`src/rtl/arb_pkg.sv`:
```
// Shared definitions for the arbitrated-FIFO subsystem.
//   - Default FIFO count, data width and index width.
//   - arb_idx_t: source-index type for the default FIFO count.
//   - rr_next(): rotate-priority-encode helper used by rr_arbiter.
package arb_pkg;

    localparam int ARB_NUM_FIFOS = 4;
    localparam int ARB_QWID      = $clog2(ARB_NUM_FIFOS);
    localparam int FIFO_DWIDTH   = 8;

    // The helper works on a fixed maximum width; callers zero-extend.
    localparam int RR_MAX_QWID   = 5;
    localparam int RR_MAX_FIFOS  = 32;

    typedef logic [ARB_QWID-1:0] arb_idx_t;

    // Returns {any, index} of the first set req bit scanning ptr+1,
    // ptr+2, ... modulo n. ptr must be below n.
    function automatic logic [RR_MAX_QWID:0] rr_next(
        input logic [RR_MAX_FIFOS-1:0] req,
        input logic [RR_MAX_QWID-1:0]  ptr,
        input logic [RR_MAX_QWID:0]    n
    );
        logic                   found;
        logic [RR_MAX_QWID-1:0] idx;
        logic [RR_MAX_QWID:0]   cand;
        found = 1'b0;
        idx   = '0;
        for (int k = 1; k <= RR_MAX_FIFOS; k++) begin
            // ptr < n and k <= n, so one subtraction is a full modulo.
            cand = {1'b0, ptr} + (RR_MAX_QWID+1)'(k);
            if (cand >= n) begin
                cand = cand - n;
            end else begin
                cand = cand;
            end
            if (!found && ((RR_MAX_QWID+1)'(k) <= n) && req[cand[RR_MAX_QWID-1:0]]) begin
                found = 1'b1;
                idx   = cand[RR_MAX_QWID-1:0];
            end else begin
                found = found;
            end
        end
        return {found, idx};
    endfunction

endpackage

```
`src/rtl/rr_arbiter.sv`:
```
// Combinational round-robin arbiter.
// Ports:
//   req       in  N   request vector
//   ptr       in  QW  index of the last grant; scan starts at ptr+1
//   grant     out N   one-hot grant (zero when no request)
//   grant_idx out QW  index of the granted requester
//   any       out 1   at least one request present
module rr_arbiter
    import arb_pkg::*;
#(
    parameter int N  = ARB_NUM_FIFOS,
    parameter int QW = $clog2(N)
) (
    input  logic [N-1:0]  req,
    input  logic [QW-1:0] ptr,
    output logic [N-1:0]  grant,
    output logic [QW-1:0] grant_idx,
    output logic          any
);

    logic [RR_MAX_FIFOS-1:0] req_ext_s;
    logic [RR_MAX_QWID-1:0]  ptr_ext_s;
    logic [RR_MAX_QWID:0]    res_s;
    logic                    unused_res_bits_s;

    // Widen to the helper's width, encode, and expand to one-hot.
    always_comb begin
        req_ext_s        = '0;
        req_ext_s[N-1:0] = req;
        ptr_ext_s         = '0;
        ptr_ext_s[QW-1:0] = ptr;
        res_s     = rr_next(req_ext_s, ptr_ext_s, (RR_MAX_QWID+1)'(N));
        any       = res_s[RR_MAX_QWID];
        grant_idx = res_s[QW-1:0];
        grant     = '0;
        if (res_s[RR_MAX_QWID]) begin
            grant[res_s[QW-1:0]] = 1'b1;
        end else begin
            grant = '0;
        end
    end

    // Upper index bits are always zero for N below the helper maximum.
    assign unused_res_bits_s = ^res_s;

endmodule

```
`src/rtl/fifo_arb_reader.sv`:
```
// Read side of the arbitrated-FIFO subsystem. Drains NUM_FIFOS
// first-word-fall-through FIFOs round-robin onto one valid/ready stream,
// tagging each word with its source FIFO index.
// Ports:
//   clk, rst    clock and asynchronous active-high reset
//   start       level enable; no pops while low
//   fifo_empty  per-FIFO empty flag
//   fifo_data   per-FIFO head word, FIFO i at [i*WIDTH +: WIDTH]
//   fifo_pop    per-FIFO pop, one-hot or zero, combinational
//   out_valid   output register holds a word
//   out_ready   downstream accepts this cycle
//   out_data    popped word
//   out_id      source FIFO index of out_data
//   grant_cnt   saturating count of pops since reset
module fifo_arb_reader
    import arb_pkg::*;
#(
    parameter int WIDTH     = FIFO_DWIDTH,
    parameter int NUM_FIFOS = ARB_NUM_FIFOS,
    parameter int QWID      = $clog2(NUM_FIFOS)
) (
    input  logic                       clk,
    input  logic                       rst,
    input  logic                       start,
    input  logic [NUM_FIFOS-1:0]       fifo_empty,
    input  logic [NUM_FIFOS*WIDTH-1:0] fifo_data,
    output logic [NUM_FIFOS-1:0]       fifo_pop,
    output logic                       out_valid,
    input  logic                       out_ready,
    output logic [WIDTH-1:0]           out_data,
    output logic [QWID-1:0]            out_id,
    output logic [15:0]                grant_cnt
);

    logic [QWID-1:0]      rr_ptr_q,    rr_ptr_d;
    logic                 out_valid_q, out_valid_d;
    logic [WIDTH-1:0]     out_data_q,  out_data_d;
    logic [QWID-1:0]      out_id_q,    out_id_d;
    logic [15:0]          grant_cnt_q, grant_cnt_d;

    logic [NUM_FIFOS-1:0] req_s;
    logic [NUM_FIFOS-1:0] grant_s;
    logic [QWID-1:0]      grant_idx_s;
    logic                 any_s;
    logic                 slot_free_s;
    logic                 pop_s;
    logic [WIDTH-1:0]     sel_data_s;

    assign req_s = ~fifo_empty & {NUM_FIFOS{start}};

    rr_arbiter #(
        .N  (NUM_FIFOS),
        .QW (QWID)
    ) u_rr_arbiter (
        .req       (req_s),
        .ptr       (rr_ptr_q),
        .grant     (grant_s),
        .grant_idx (grant_idx_s),
        .any       (any_s)
    );

    // Pop decision, head-word mux and next-state for the output register.
    always_comb begin
        slot_free_s = !out_valid_q || out_ready;
        pop_s       = slot_free_s && any_s;
        sel_data_s  = '0;
        for (int i = 0; i < NUM_FIFOS; i++) begin
            if (grant_s[i]) begin
                sel_data_s = fifo_data[i*WIDTH +: WIDTH];
            end else begin
                sel_data_s = sel_data_s;
            end
        end

        // Gated by rst so no FIFO is popped while the register is held in reset.
        if (pop_s && !rst) begin
            fifo_pop = grant_s;
        end else begin
            fifo_pop = '0;
        end

        rr_ptr_d    = rr_ptr_q;
        out_valid_d = out_valid_q;
        out_data_d  = out_data_q;
        out_id_d    = out_id_q;
        grant_cnt_d = grant_cnt_q;
        if (pop_s) begin
            // Accept-and-refill in the same cycle keeps 1 word/cycle.
            out_valid_d = 1'b1;
            out_data_d  = sel_data_s;
            out_id_d    = grant_idx_s;
            rr_ptr_d    = grant_idx_s;
            if (grant_cnt_q != 16'hFFFF) begin
                grant_cnt_d = grant_cnt_q + 16'd1;
            end else begin
                grant_cnt_d = grant_cnt_q;
            end
        end else if (out_valid_q && out_ready) begin
            out_valid_d = 1'b0;
        end else begin
            out_valid_d = out_valid_q;
        end
    end

    // Output register, round-robin pointer and pop counter.
    always_ff @(posedge clk or posedge rst) begin
        if (rst) begin
            rr_ptr_q    <= QWID'(NUM_FIFOS-1);
            out_valid_q <= 1'b0;
            out_data_q  <= '0;
            out_id_q    <= '0;
            grant_cnt_q <= 16'd0;
        end else begin
            rr_ptr_q    <= rr_ptr_d;
            out_valid_q <= out_valid_d;
            out_data_q  <= out_data_d;
            out_id_q    <= out_id_d;
            grant_cnt_q <= grant_cnt_d;
        end
    end

    assign out_valid = out_valid_q;
    assign out_data  = out_data_q;
    assign out_id    = out_id_q;
    assign grant_cnt = grant_cnt_q;

endmodule

```
`config.mk`:
```
export PLATFORM = sky130hd
export DESIGN_NAME = fifo_arb_reader
export DESIGN_NICKNAME = d
export VERILOG_FILES = /design/src/rtl/arb_pkg.sv /design/src/rtl/rr_arbiter.sv /design/src/rtl/fifo_arb_reader.sv
export SDC_FILE = /design/constraint.sdc
export NUM_CORES = 1
export LEC_CHECK = 0
export ABC_CLOCK_PERIOD_IN_PS = 3900
export CORE_UTILIZATION = 46
export CTS_CLUSTER_SIZE = 10
export DETAILED_ROUTE_END_ITERATION = 8
export MAX_ROUTING_LAYER = met4
export PLACE_DENSITY = 0.78
export SLEW_MARGIN = 5
export SYNTH_ARGS = -nofsm -noshare
export SYNTH_HDL_FRONTEND = slang
export SYNTH_SLANG_ARGS = --single-unit
```
`constraint.sdc`:
```
create_clock -name clk -period 3.9 [get_ports clk]
set_input_delay 0.585 -clock clk [delete_from_list [all_inputs] [get_ports clk]]
set_output_delay 0.585 -clock clk [all_outputs]
set_load 0.1 [all_outputs]
```
==> results summary <==
The worst setup timing slack at the placement stage is 0.403 ns. For the pin with the worst max-slew slack, the measured transition is 0.981 ns. The count of final max-slew check failures was 0.

Clock-pin slew was measured on the worst setup and hold paths at 0.06 ns. From synthesis to final layout, the design area changed by 42.8%. The first global-routing pass estimated 8.05 mm of wire. The number of hold violations in the final report is 0. The setup path with the least slack is of type reg -> out. Multiplexer cells account for 10.6% of the synthesized area.

The signal arrival time at the worst endpoint came out at 3.01 ns. The instance count of the mapped netlist came out at 212. The latest clock arrival within the worst-skew pair came out at 0.28 ns. The via count is 1930.

The number of placed instances with taps included is 326. Setup violations remaining at the end of the flow were counted as 0. The analysis attributes to cell leakage a power of 1.21 nW. The top achievable clock speed is 278 MHz.

The top fanout value on the critical path is 14. The smallest clock period supported by the final layout is computed as 3.60 ns. The post-detailed-route DRC marker count came out at 0.

The global routing met2 resource utilization came out at 39.1%. The required arrival time at the worst endpoint came out at 3.31 ns. After floorplanning, the core was sized to cover 0.00414 mm². The worst pin sits at a relative slew slack of 34.4%.

The worst hold margin is 0.484 ns. The family with the most delay on the worst path is simple AND/OR/NAND/NOR gates. 71 I/O pins were placed. The cell with the largest stage delay on the worst path is dfstp_2. The synthesized area per cell is 9.73 µm². The average routed wire per standard cell is 14.7 µm. Summed over all layers, the global routing overflow is 0. The largest stage delay on the critical path came out at 0.67 ns. Global routing used 23.3% of the available tracks.

The routing layer with the top usage in global route is met2. The combined buffer and inverter count along the critical path is 2. The final RePlAce weighted congestion came out at 0.887. Measured along the x axis, the die boundary spans 69.0 µm. On the final layout, the worst clock skew is 0.00155 ns.

The total number of yosys warnings is 0. The count of nets left with antenna violations once routing finished came out at 0. TritonCTS built the clock tree. After synthesis, the share of flip-flops with an asynchronous set or reset is 100%. The register bit total from synthesis is 29. The sink count of the clock tree came out at 29. The signal on the critical path passes through inv_1 -> ha_1 -> or3b_4 -> o2bb2ai_2 -> a21oi_2 -> a21o_1 -> nor4_2 -> buf_12.

The finished layout holds 334 standard cells, fillers aside. The final net count is 327. The total power per unit cell area came out at 904 mW/mm². The proportion of layout cells with a drive suffix above 1 is 13.7%.

The maximum number of pins on one net before global-route repair is 30. The quantity of hold-fixing buffers added after cts is 0. The global-route track usage on met1 came out at 28.7%.

By area, the combinational part of the netlist is dominated by compound AO/OA/AOI/OAI gates. In this run, CTS created clock tree buffers numbering 5. The average via count per standard cell is 5.78. Once the clock tree was built, the setup fixing pass inserted 0 buffers. The post-cts gate resize count came out at 0. With fillers left out, the area of the finished cells amounts to 0.00295 mm². The sequential cells in the finished layout cover a total of 728 µm². The number of global-route vias before repair is 1792. The number of I/O port buffers came out at 70. The maximum number of buffers from clock root to sink is 2.

STA classifies the critical path endpoint as an output pin. The total power draw is 2.66 mW. Synthesis produced a netlist with a net count of 256. Summing the areas of all xor and xnor instances in the mapped netlist gives 5.94% of the synthesized area. Fill cells in the final layout number 344.

The H-tree was split into 2 levels. The core utilization of the finished layout came out at 71.1%. Across the run, the number of max-cap violations was 0. The number of enable-type register cells in the synthesized netlist came out at 0. The synthesized area is 0.00206 mm². Setup repair after global routing left no endpoint under its margin.

STA classifies the critical path startpoint as a register. The post-synthesis share of cell area spent on full adders, half adders and majority gates came out at 2.43%. The netlist uses 52 different library cells.

The min-delay analysis places its worst path in the category reg -> reg. The starting DRC count in detailed routing is 125. Row generation in the floorplan step produced 23 rows. For the final routed database, the setup TNS stands at 0 ns. The number of antenna violations at the first check in global routing was 0.

The floorplan die height is 69.0 µm. The post-detailed-placement cell area came out at 0.00286 mm². Of the synthesized area, sequential elements account for 35.3%. The final clock period utilization by the worst path is 92.2%. The worst setup margin came out at 0.305 ns. The total die area is 0.00476 mm². The first detailed-routing pass ran for 4 iterations.

The library cell used as clock root buffer is clkbuf_8. The number of antenna diodes in the final layout is 0. The post-detailed-placement half-perimeter wirelength is 3.68 mm. In the global route stage, met3 resource usage came out at 3.78%. The multi-input gate area in the final layout is 0.00126 mm².

The post-synthesis share of cell area spent on and, or, nand and nor gates is 19.8%. The synthesized netlist devotes 21.5% of its cell area to compound gates. For this configuration, the core starts out at a cell density of 49.8%.

The worst-case IR drop observed on VDD is 0.690 mV. The run finished with clean final reports. Among all flip-flop cells after synthesis, the most frequent one is dfrtp_1. The post-detailed-routing wire length came out at 4.92 mm.
## routing by layer
metal	part of all wire (%)	routed length (µm)	vias to the layer above
li1	-	-	934
met3	4.5	222	6
met5	0	0	-
met1	43	2140	928
met2	51	2510	62
met4	1.2	59	0
## cell families (layout without fill, tap and decap cells)
kind of cell | Yosys count | count (layout)
adders and majority gates | 4 | 4
and+or+nand+nor | 77 | 77
muxes | 21 | 21
AOI/OAI and AO/OA | 49 | 49
DFF | 29 | 29
xor gates and xnor gates | 14 | 14
buffers and inverters | 18 | 90
## registers in the layout, indices dropped and copies added (netlist names)
name       cells
out_valid      1
out_id         2
grant_cnt     16
rr_ptr_q       2
out_data       8
## worst register-to-register path: cells and delay by family (launching register included)
kind                     cells  cell delay, ns
buffers and inverters        2            0.49
AO/OA/AOI/OAI                4            0.86
flip-flops                   1            0.67
adder cells (fa/ha/maj)      1            0.21
AND/OR/NAND/NOR              1            0.42
multiplexers                 1            0.26
## final cells by class
class                           instances  area share, %
Inverter                                6          0.765
Clock inverter                          2          0.340
Clock buffer                            6           2.46
Multi-Input combinational cell        165           42.9
Timing Repair Buffer                   76           26.7
Sequential cell                        29           24.7
Tap cell                               50           2.12
## final timing paths
path / start / slack [ns] / end / cells after the start
min in group asynchronous: rst / 0.88 / grant_cnt[1] / 3
min: grant_cnt[4] / 0.48 / grant_cnt[4] / 1
max reg2reg: rr_ptr_q[0] / 0.87 / out_data[4] / 9
min reg2reg: grant_cnt[4] / 0.48 / grant_cnt[4] / 1
max in group asynchronous: rst / 2.71 / rr_ptr_q[0] / 3
max: rr_ptr_q[0] / 0.30 / fifo_pop[3] / 8
## power breakdown
group	internal, mW	switching (mW)	total (mW)
combinational	0.587	1.31	1.90
sequential	0.421	0.107	0.528
clock	0.123	0.114	0.238
## cells in the final DEF, fill, tap and decap left out, types with 3 or more instances in the layout
| master | synthesis | routed |
|---|---|---|
| and4_1 | 3 | 3 |
| nand4_1 | 3 | 3 |
| xor2_1 | 7 | 7 |
| and2_1 | 3 | 3 |
| buf_4 | 2 | 6 |
| xnor2_1 | 7 | 7 |
| clkdlybuf4s50_1 | 0 | 66 |
| mux2_2 | 3 | 3 |
| ha_1 | 4 | 4 |
| nand3_1 | 8 | 8 |
| mux2i_1 | 17 | 17 |
| buf_12 | 0 | 4 |
| nor2b_1 | 3 | 3 |
| o211ai_1 | 8 | 8 |
| nor3_1 | 6 | 6 |
| nand2_1 | 36 | 36 |
| dfrtp_1 | 27 | 27 |
| a221oi_1 | 16 | 16 |
| and3_1 | 3 | 3 |
| clkbuf_8 | 0 | 5 |
| inv_1 | 6 | 6 |
## synthesized netlist by cell type, drive strengths merged (3+ instances only)
master   n  area (µm²)
a211oi   3        35.0
xor2     7        61.3
and2     3        18.8
mux2     3        33.8
o21ai    3        15.0
nand3    8        40.0
xnor2    7        61.3
mux2i   18         184
nor2b    3        18.8
nor4b    3        38.8
buf      9        58.8
and3     3        18.8
nand2   36         135
and4     3        26.3
inv      6        22.5
nand4    3        18.8
nor3     6        30.0
dfrtp   27         676
ha       4        50.1
o211ai   9        72.6
a21oi    3        22.5
a221oi  16         140
clkbuf   3        11.3
(Power assumes the default switching activity.)
